**src/rtl/bottling_line_ctrl_pkg.sv**
```systemverilog
// Shared types and defaults for the bottling line sequencer.
package bottling_line_ctrl_pkg;

    localparam int CNT_W_DEFAULT          = 8;
    localparam int BOTTLE_TIMEOUT_DEFAULT = 1000;

    typedef enum logic [2:0] {
        ST_IDLE        = 3'd0,
        ST_WAIT_BOTTLE = 3'd1,
        ST_FILL        = 3'd2,
        ST_ADVANCE     = 3'd3,
        ST_DONE        = 3'd4,
        ST_FAULT       = 3'd5
    } state_e;

    typedef enum logic [1:0] {
        ERR_NONE        = 2'b00,
        ERR_TIMEOUT     = 2'b01,
        ERR_BOTTLE_LOST = 2'b10,
        ERR_STRAY_PILL  = 2'b11
    } err_e;

    // States in which a batch is actively being sequenced.
    function automatic logic is_busy_state(input state_e s);
        return (s == ST_WAIT_BOTTLE) || (s == ST_FILL) || (s == ST_ADVANCE);
    endfunction

    // States in which the bottle watchdog runs (waiting on bottle arrive/leave).
    function automatic logic is_timed_state(input state_e s);
        return (s == ST_WAIT_BOTTLE) || (s == ST_ADVANCE);
    endfunction

endpackage

```
**src/rtl/bottling_line_ctrl_timer.sv**
```systemverilog
// Bottle watchdog: counts enabled cycles from a clear and flags when the
// count reaches TIMEOUT. The count saturates there so the flag stays up.
module bottling_line_ctrl_timer
    import bottling_line_ctrl_pkg::*;
#(
    parameter int TIMEOUT = BOTTLE_TIMEOUT_DEFAULT
) (
    input  logic clk,
    input  logic rst_n,
    input  logic clr,
    input  logic en,
    output logic expired
);

    localparam int TW = $clog2(TIMEOUT + 1);
    localparam logic [TW-1:0] LIMIT = TW'(TIMEOUT);

    logic [TW-1:0] count_reg;

    // Cycle counter: clear wins over enable, holds once the limit is reached.
    always_ff @(posedge clk or negedge rst_n) begin
        if (!rst_n) begin
            count_reg <= '0;
        end else if (clr) begin
            count_reg <= '0;
        end else if (en && (count_reg != LIMIT)) begin
            count_reg <= count_reg + TW'(1);
        end
    end

    assign expired = (count_reg == LIMIT);

endmodule

```
**src/rtl/bottling_line_ctrl.sv**
```systemverilog
// Pill-bottling batch sequencer: holds batch configuration, gates the pill
// feeder, steps the conveyor per bottle, counts pills/bottles and latches the
// first fault seen until the operator clears it.
module bottling_line_ctrl
    import bottling_line_ctrl_pkg::*;
#(
    parameter int CNT_W          = CNT_W_DEFAULT,
    parameter int BOTTLE_TIMEOUT = BOTTLE_TIMEOUT_DEFAULT
) (
    input  logic             clk,
    input  logic             rst_n,
    input  logic             cfg_load,
    input  logic [CNT_W-1:0] cfg_pills,
    input  logic [CNT_W-1:0] cfg_bottles,
    input  logic             start,
    input  logic             pause,
    input  logic             clear,
    input  logic             pill_pulse,
    input  logic             bottle_in_place,
    output logic             feed_en,
    output logic             conveyor_step,
    output logic [CNT_W-1:0] pill_count,
    output logic [CNT_W-1:0] bottle_count,
    output logic             busy,
    output logic             done,
    output logic             alarm,
    output logic [1:0]       err_code
);

    state_e           state_reg, state_next;
    logic [CNT_W-1:0] cfg_pills_reg, cfg_bottles_reg;
    logic [CNT_W-1:0] pill_count_reg, pill_count_next;
    logic [CNT_W-1:0] bottle_count_reg, bottle_count_next;
    logic [CNT_W-1:0] pill_count_inc;
    logic [1:0]       err_reg, err_next;
    logic             start_d_reg;
    logic             start_rise;
    logic             cfg_valid;
    logic             timer_clr, timer_en, timer_expired;
    logic             feed_en_reg, feed_en_next;
    logic             step_reg, step_next;
    logic             busy_reg, busy_next;
    logic             done_reg, done_next;
    logic             alarm_reg, alarm_next;

    assign start_rise     = start && !start_d_reg;
    assign cfg_valid      = (cfg_pills_reg != '0) && (cfg_bottles_reg != '0);
    assign pill_count_inc = pill_count_reg + CNT_W'(1);

    // Remember last start level so only a rising edge launches a batch.
    always_ff @(posedge clk or negedge rst_n) begin
        if (!rst_n) begin
            start_d_reg <= 1'b0;
        end else begin
            start_d_reg <= start;
        end
    end

    // Batch configuration is only accepted while idle.
    always_ff @(posedge clk or negedge rst_n) begin
        if (!rst_n) begin
            cfg_pills_reg   <= '0;
            cfg_bottles_reg <= '0;
        end else if (cfg_load && (state_reg == ST_IDLE)) begin
            cfg_pills_reg   <= cfg_pills;
            cfg_bottles_reg <= cfg_bottles;
        end
    end

    // Watchdog restarts on every state change and only runs while waiting on a bottle.
    assign timer_clr = clear || (state_next != state_reg);
    assign timer_en  = is_timed_state(state_reg) && !pause;

    bottling_line_ctrl_timer #(
        .TIMEOUT (BOTTLE_TIMEOUT)
    ) u_timer (
        .clk     (clk),
        .rst_n   (rst_n),
        .clr     (timer_clr),
        .en      (timer_en),
        .expired (timer_expired)
    );

    // FSM state register.
    always_ff @(posedge clk or negedge rst_n) begin
        if (!rst_n) begin
            state_reg <= ST_IDLE;
        end else begin
            state_reg <= state_next;
        end
    end

    // Next state, counters and output decode. Order: clear, faults, pause, normal.
    // When several faults coincide the timeout is reported ahead of the others.
    always_comb begin
        state_next        = state_reg;
        pill_count_next   = pill_count_reg;
        bottle_count_next = bottle_count_reg;
        err_next          = err_reg;

        if (clear) begin
            state_next        = ST_IDLE;
            pill_count_next   = '0;
            bottle_count_next = '0;
            err_next          = ERR_NONE;
        end else begin
            unique case (state_reg)
                ST_IDLE, ST_DONE: begin
                    if (start_rise && cfg_valid) begin
                        pill_count_next   = '0;
                        bottle_count_next = '0;
                        state_next        = ST_WAIT_BOTTLE;
                    end
                end
                ST_WAIT_BOTTLE: begin
                    if (timer_expired) begin
                        state_next = ST_FAULT;
                        err_next   = ERR_TIMEOUT;
                    end else if (pill_pulse) begin
                        state_next = ST_FAULT;
                        err_next   = ERR_STRAY_PILL;
                    end else if (!pause && bottle_in_place) begin
                        state_next = ST_FILL;
                    end
                end
                ST_FILL: begin
                    // A pill already in flight is counted even while paused.
                    if (!bottle_in_place) begin
                        state_next = ST_FAULT;
                        err_next   = ERR_BOTTLE_LOST;
                    end else if (pill_pulse) begin
                        if (pill_count_inc == cfg_pills_reg) begin
                            pill_count_next = '0;
                            if (bottle_count_reg < cfg_bottles_reg) begin
                                bottle_count_next = bottle_count_reg + CNT_W'(1);
                            end
                            state_next = ST_ADVANCE;
                        end else begin
                            pill_count_next = pill_count_inc;
                        end
                    end
                end
                ST_ADVANCE: begin
                    if (timer_expired) begin
                        state_next = ST_FAULT;
                        err_next   = ERR_TIMEOUT;
                    end else if (pill_pulse) begin
                        state_next = ST_FAULT;
                        err_next   = ERR_STRAY_PILL;
                    end else if (!pause && !bottle_in_place) begin
                        state_next = (bottle_count_reg >= cfg_bottles_reg) ? ST_DONE
                                                                          : ST_WAIT_BOTTLE;
                    end
                end
                ST_FAULT: begin
                    state_next = ST_FAULT;
                end
                default: begin
                    state_next = ST_IDLE;
                end
            endcase
        end

        // Step fires only on entry into ADVANCE, so a paused ADVANCE never repeats it.
        feed_en_next = (state_next == ST_FILL) && !pause;
        step_next    = (state_next == ST_ADVANCE) && (state_reg != ST_ADVANCE);
        busy_next    = is_busy_state(state_next);
        done_next    = (state_next == ST_DONE);
        alarm_next   = (state_next == ST_FAULT);
    end

    // Pill/bottle counters and the latched error code.
    always_ff @(posedge clk or negedge rst_n) begin
        if (!rst_n) begin
            pill_count_reg   <= '0;
            bottle_count_reg <= '0;
            err_reg          <= ERR_NONE;
        end else begin
            pill_count_reg   <= pill_count_next;
            bottle_count_reg <= bottle_count_next;
            err_reg          <= err_next;
        end
    end

    // Registered actuator and status outputs.
    always_ff @(posedge clk or negedge rst_n) begin
        if (!rst_n) begin
            feed_en_reg <= 1'b0;
            step_reg    <= 1'b0;
            busy_reg    <= 1'b0;
            done_reg    <= 1'b0;
            alarm_reg   <= 1'b0;
        end else begin
            feed_en_reg <= feed_en_next;
            step_reg    <= step_next;
            busy_reg    <= busy_next;
            done_reg    <= done_next;
            alarm_reg   <= alarm_next;
        end
    end

    assign feed_en       = feed_en_reg;
    assign conveyor_step = step_reg;
    assign pill_count    = pill_count_reg;
    assign bottle_count  = bottle_count_reg;
    assign busy          = busy_reg;
    assign done          = done_reg;
    assign alarm         = alarm_reg;
    assign err_code      = err_reg;

endmodule

```
**config.mk**
```make
export PLATFORM = sky130hd
export DESIGN_NAME = bottling_line_ctrl
export DESIGN_NICKNAME = d
export VERILOG_FILES = /design/src/rtl/bottling_line_ctrl_pkg.sv /design/src/rtl/bottling_line_ctrl_timer.sv /design/src/rtl/bottling_line_ctrl.sv
export SDC_FILE = /design/constraint.sdc
export NUM_CORES = 1
export LEC_CHECK = 0
export BUFFER_PORTS_ARGS = -buffer_cell sky130_fd_sc_hd__buf_4
export CELL_PAD_IN_SITES_DETAIL_PLACEMENT = 0
export CELL_PAD_IN_SITES_GLOBAL_PLACEMENT = 1
export CORE_ASPECT_RATIO = 0.6
export CORE_MARGIN = 4
export CORE_UTILIZATION = 35
export CTS_CLUSTER_SIZE = 30
export DETAILED_ROUTE_END_ITERATION = 12
export PLACE_DENSITY_LB_ADDON = 0.1
export SYNTH_ARGS = -nofsm -noshare
export SYNTH_HDL_FRONTEND = slang
export SYNTH_SLANG_ARGS = --single-unit
```
**constraint.sdc**
```tcl
create_clock -name clk -period 3.2 [get_ports clk]
set_input_delay 0.16 -clock clk [delete_from_list [all_inputs] [get_ports clk]]
set_output_delay 0.16 -clock clk [all_outputs]
set_load 0.02 [all_outputs]
```
Word-level counts from Yosys, hierarchy flattened
Index checks and enable logic that the tools add are counted.

Register bits: 53. Output and inout port bits: 23.

$add $sub $neg: 3. Magnitude comparators: 2. Equal/unequal tests: 22. Multiplexer cells: 32. Reductions and logical operators: 28.

Operator list (count): $mux W8 (10); $mux W3 (12); $pmux W8 S2 (2); $mux W10 (2); $ne A3 B3 Y1 const B (6); $add A8 B1 Y8 const B (2); $reduce_bool A8 Y1 (2); $pmux W3 S5 (1); $eq A3 B2 Y1 const B (4); $eq A3 B3 Y1 const B (4); $add A10 B1 Y10 const B (1); $eq A10 B10 Y1 const B (1); $logic_and A1 B1 Y1 (10); $ne A10 B10 Y1 const B (1); $eq A8 B8 Y1 (1); $ge A8 B8 Y1 (1); $lt A8 B8 Y1 (1); $mux W2 (4); $eq A3 B1 Y1 const B (2); $reduce_and A6 Y1 (1); $reduce_bool A3 Y1 (2); $logic_or A1 B1 Y1 (4); $ne A4 B1 Y1 const B (1); $pmux W2 S2 (1); other kinds (8) (11).

Depth between registers and ports, before layout
Depth after elaboration: 10. Mapped depth: 9.

By module
From an unflattened synthesis, not the netlist that was laid out.

Cell total of the unflattened synthesis: 356. Area, all modules: 3342.0 µm².

By module, submodules not included: bottling_line_ctrl (instances 1, cells an instance 290, area each 2722.6 µm², sequential area each 1076.0 µm²); bottling_line_ctrl_timer (instances 1, cells an instance 66, area each 619.3 µm², sequential area each 250.2 µm²).

Worst setup path before layout
Ideal clock, no wire load.

Kind: register to register. Start: register pill_count_reg[0], in the netlist pill_count[0]. End: register bottle_count_reg[6], in the netlist bottle_count[6]. Library setup time: 0.124 ns. Arrival time: 2.263 ns. Slack: 0.813 ns. Cell stages (with the launch flop): 8. Period minus slack after synthesis: 2.387 ns. Path through: dfrtp_1 -> ha_1 -> and3_1 -> nand4_1 -> a2111oi_4 -> nand4_1 -> o211a_1 -> a211o_1.

Word-level cells in the longest chain between the ends: 4.

RTL lines: start: declaration (RTL line bottling_line_ctrl.sv:32) `logic [CNT_W-1:0] pill_count_reg, pill_count_next;`; start signal: assignment (RTL line bottling_line_ctrl.sv:179) `pill_count_reg <= pill_count_next;`; $add A8 B1 Y8 (RTL line bottling_line_ctrl.sv:48) `assign pill_count_inc = pill_count_reg + CNT_W'(1);`; $eq A8 B8 Y1 (RTL line bottling_line_ctrl.sv:132) `if (pill_count_inc == cfg_pills_reg) begin`; $ne A3 B3 Y1 (no line); $reduce_and A6 Y1 (no line); end signal: assignment (RTL line bottling_line_ctrl.sv:180) `bottle_count_reg <= bottle_count_next;`; end: declaration (RTL line bottling_line_ctrl.sv:33) `logic [CNT_W-1:0] bottle_count_reg, bottle_count_next;`.

Every way passes these cells. A chain may end at the register's enable or synchronous reset.

Worst setup path after layout
Same ends and word-level chain as after synthesis.

==> metrics <==
status finished clean; most common cell in the netlist dfrtp_1; pin count of the biggest net entering global routing 54; synthesized cell area roughly 0.0032 mm²; VDD IR max roughly 0.00021 V; HP Class in -> reg; final net count 417; Worst R2R End bottle_count[6]$_DFFE_PN0P_; first-pass GRT wire length between 10000 and 15000 µm; Synth Flop Type dfrtp_1; Worst-path clk slew 0.07 ns; Clock H-tree levels 2; Pwr Total approximately 1800 µW; worst reg2reg setup slack between 0.5 and 0.6 ns; Worst Setup SP pill_count[0]$_DFFE_PN0P_; clock sinks 53; # port buffers between 40 and 50; Required @ worst endpoint 3.38 ns; EDFF count, synth 0; CP endpoint kind register; post-synthesis sequential area ratio 41.9%; Critical Path AT ~2.8 ns; drt total wl just over 8000 µm; vias 2625; final setup margin slightly below 0.6 ns; IO Count 47; RR Startpoint pill_count[0]$_DFFE_PN0P_; worst skew pair latency 0.30 ns; Final ANT Viol Nets 0; area leader, netlist dfrtp_1; Pwr per Cell Area between 400 and 500 mW/mm²; RSZ-0062 raised after global routing false; Place WS roughly 0.63 ns; TritonCTS Buffers 5; Period minus WS final ~2.6 ns; Hold Slack between 0.06 and 0.07 ns; Synth Area per Inst 9.57 µm²; Critical Setup Path Class reg -> reg; vias in the first global route around 2600; Critical Path Fanout Max 7; routability cong. 0.791; top cell type's share of synthesized area 41.9%; Peak Freq 384 MHz; drc violations 0; DIE AREA roughly 0.011 mm²; worst relative slew slack a little over half; Largest stage delay, worst path ~0.52 ns; count of final max-slew check failures 0; Synth warnings 0; Post-Syn Nets around 370; Post-Synthesis Cells 331; final setup fails 0; initial core utilization around 37%; distinct cell type count after synthesis just under 60; final period utilization between 80% and 90%; initial antenna violation count 0; Synth top cells by count dfrtp_1 (53), nand2_1 (32), nand3_1 (18), nor2_1 (18), inv_1 (17); post-layout util between 40% and 50%; Worst Setup Start Kind register; end of the critical path bottle_count[6]$_DFFE_PN0P_; Least-Margin Pin Slew 0.700 ns; Largest register FFs 10; Hold Vio Cnt, Final 0; Synth async-reset ratio 100%; TritonRoute pass-1 iters 4; routed vias/inst 5.31; Maximum Capacitance Violations 0; WL/cell about 16 µm; CP Cell Sequence ha_1 -> and3_1 -> nand4_1 -> a2111oi_4 -> nand4_1 -> o211a_1 -> a211o_1; Final Skew between 0.007 and 0.008 ns; CP max stage cell a2111oi_4; area of the core slightly below 0.009 mm²; ANT cells 0; GRT Total Usage roughly 17%; Synth-to-Final Area Change 22.3%; Clock Path Buffers 2; layout cells sized above 1 a little over a fifth; FF+latch count, synth 53; setup_tns 0 ns; clock root buffer clkbuf_16; Lkg Pwr 0.00174 µW; CTS tree yes; row count 26; Die Ht about 80 µm; largest cells by area after synthesis dfrtp_1 (42%), ha_1 (4.7%), nand2_1 (3.8%), a211oi_1 (3.6%), mux2_2 (3.6%); width of the die between 100 and 150 µm; Worst Reg2Reg Path Length in Cells 7; critical path's most frequent cell nand4_1; Congestion Overflow GR 0; DR iter-0 viols approximately 140; placed wire-length estimate between 5000 and 6000 µm
## kinds of logic (layout without fill, tap and decap cells)
group | Yosys count | in the layout | share of synthesized area [%]
AO/OA/AOI/OAI | 79 | 79 | 18.6
XOR/XNOR | 21 | 21 | 6.24
adder cells (fa/ha/maj) | 12 | 12 | 4.74
buffers and inverters | 31 | 82 | 4.03
flip-flops | 53 | 53 | 41.9
multiplexers | 11 | 11 | 3.87
AND/OR/NAND/NOR | 124 | 124 | 20.7
## layout by cell type (no fill, tap or decap), drive strengths merged, types with 12 or more instances in the layout
master and instances:
dfrtp 53, nor2 18, a211oi 15, buf 55
xnor2 12, nand3 18, o21ai 18, nand2 32
ha 12, inv 17
## what timing repair did
item / CTS / global route
gates resized for setup: 0 / 0
buffers inserted: 0 / 0
hold buffers: 2 / 0
hold endpoints to repair: 54 / 0
## power breakdown
group,total [µW],internal [µW],switching (µW)
clock network,697,447,250
logic,373,165,208
registers,777,729,47.7
## critical path: cells and delay by family (launching register included)
kind                     cells  cell delay, ns
AO/OA/AOI/OAI                3            1.08
AND/OR/NAND/NOR              3            0.67
flip-flops                   1            0.47
adder cells (fa/ha/maj)      1            0.28
## worst min-delay path by stage
stage,startpoint,end,slack [ns],cells past startpoint
2_1_floorplan,rst_n,alarm$_DFF_PN0_,-0.14,0
3_3_place_gp,rst_n,bottle_count[5]$_DFFE_PN0P_,0.26,1
3_5_place_dp,rst_n,bottle_count[7]$_DFFE_PN0P_,0.26,1
4_1_cts,cfg_bottles[2],cfg_bottles_reg[2]$_DFFE_PN0P_,0.06,3
5_1_grt,pause,feed_en$_DFF_PN0_,0.08,2
6_report,cfg_bottles[2],cfg_bottles_reg[2]$_DFFE_PN0P_,0.07,3
## per-stage QoR
step,cells,instance area (µm²)
after floorplan,331,3170
after global placement,484,3660
after detailed placement,484,3660
after CTS,494,3870
after global routing,494,3870
final,494,3870
## area by class of cell
cell class | instances | area [µm²]
clock buffer | 5 | 125
fill | 862 | 4780
sequential | 53 | 1330
clock inverter | 3 | 65.1
inverter | 17 | 63.8
tap | 112 | 140
multi-input combinational | 247 | 1720
timing repair buffer | 57 | 433
## per-layer routing
| metal | global-route usage, % | wire length (µm) |
|---|---|---|
| met5 | 0 | 0 |
| met4 | 3.39 | 61 |
| met3 | 3.51 | 341 |
| met2 | 22.6 | 3050 |
| met1 | 26.4 | 4640 |
(Power assumes the default switching activity.)
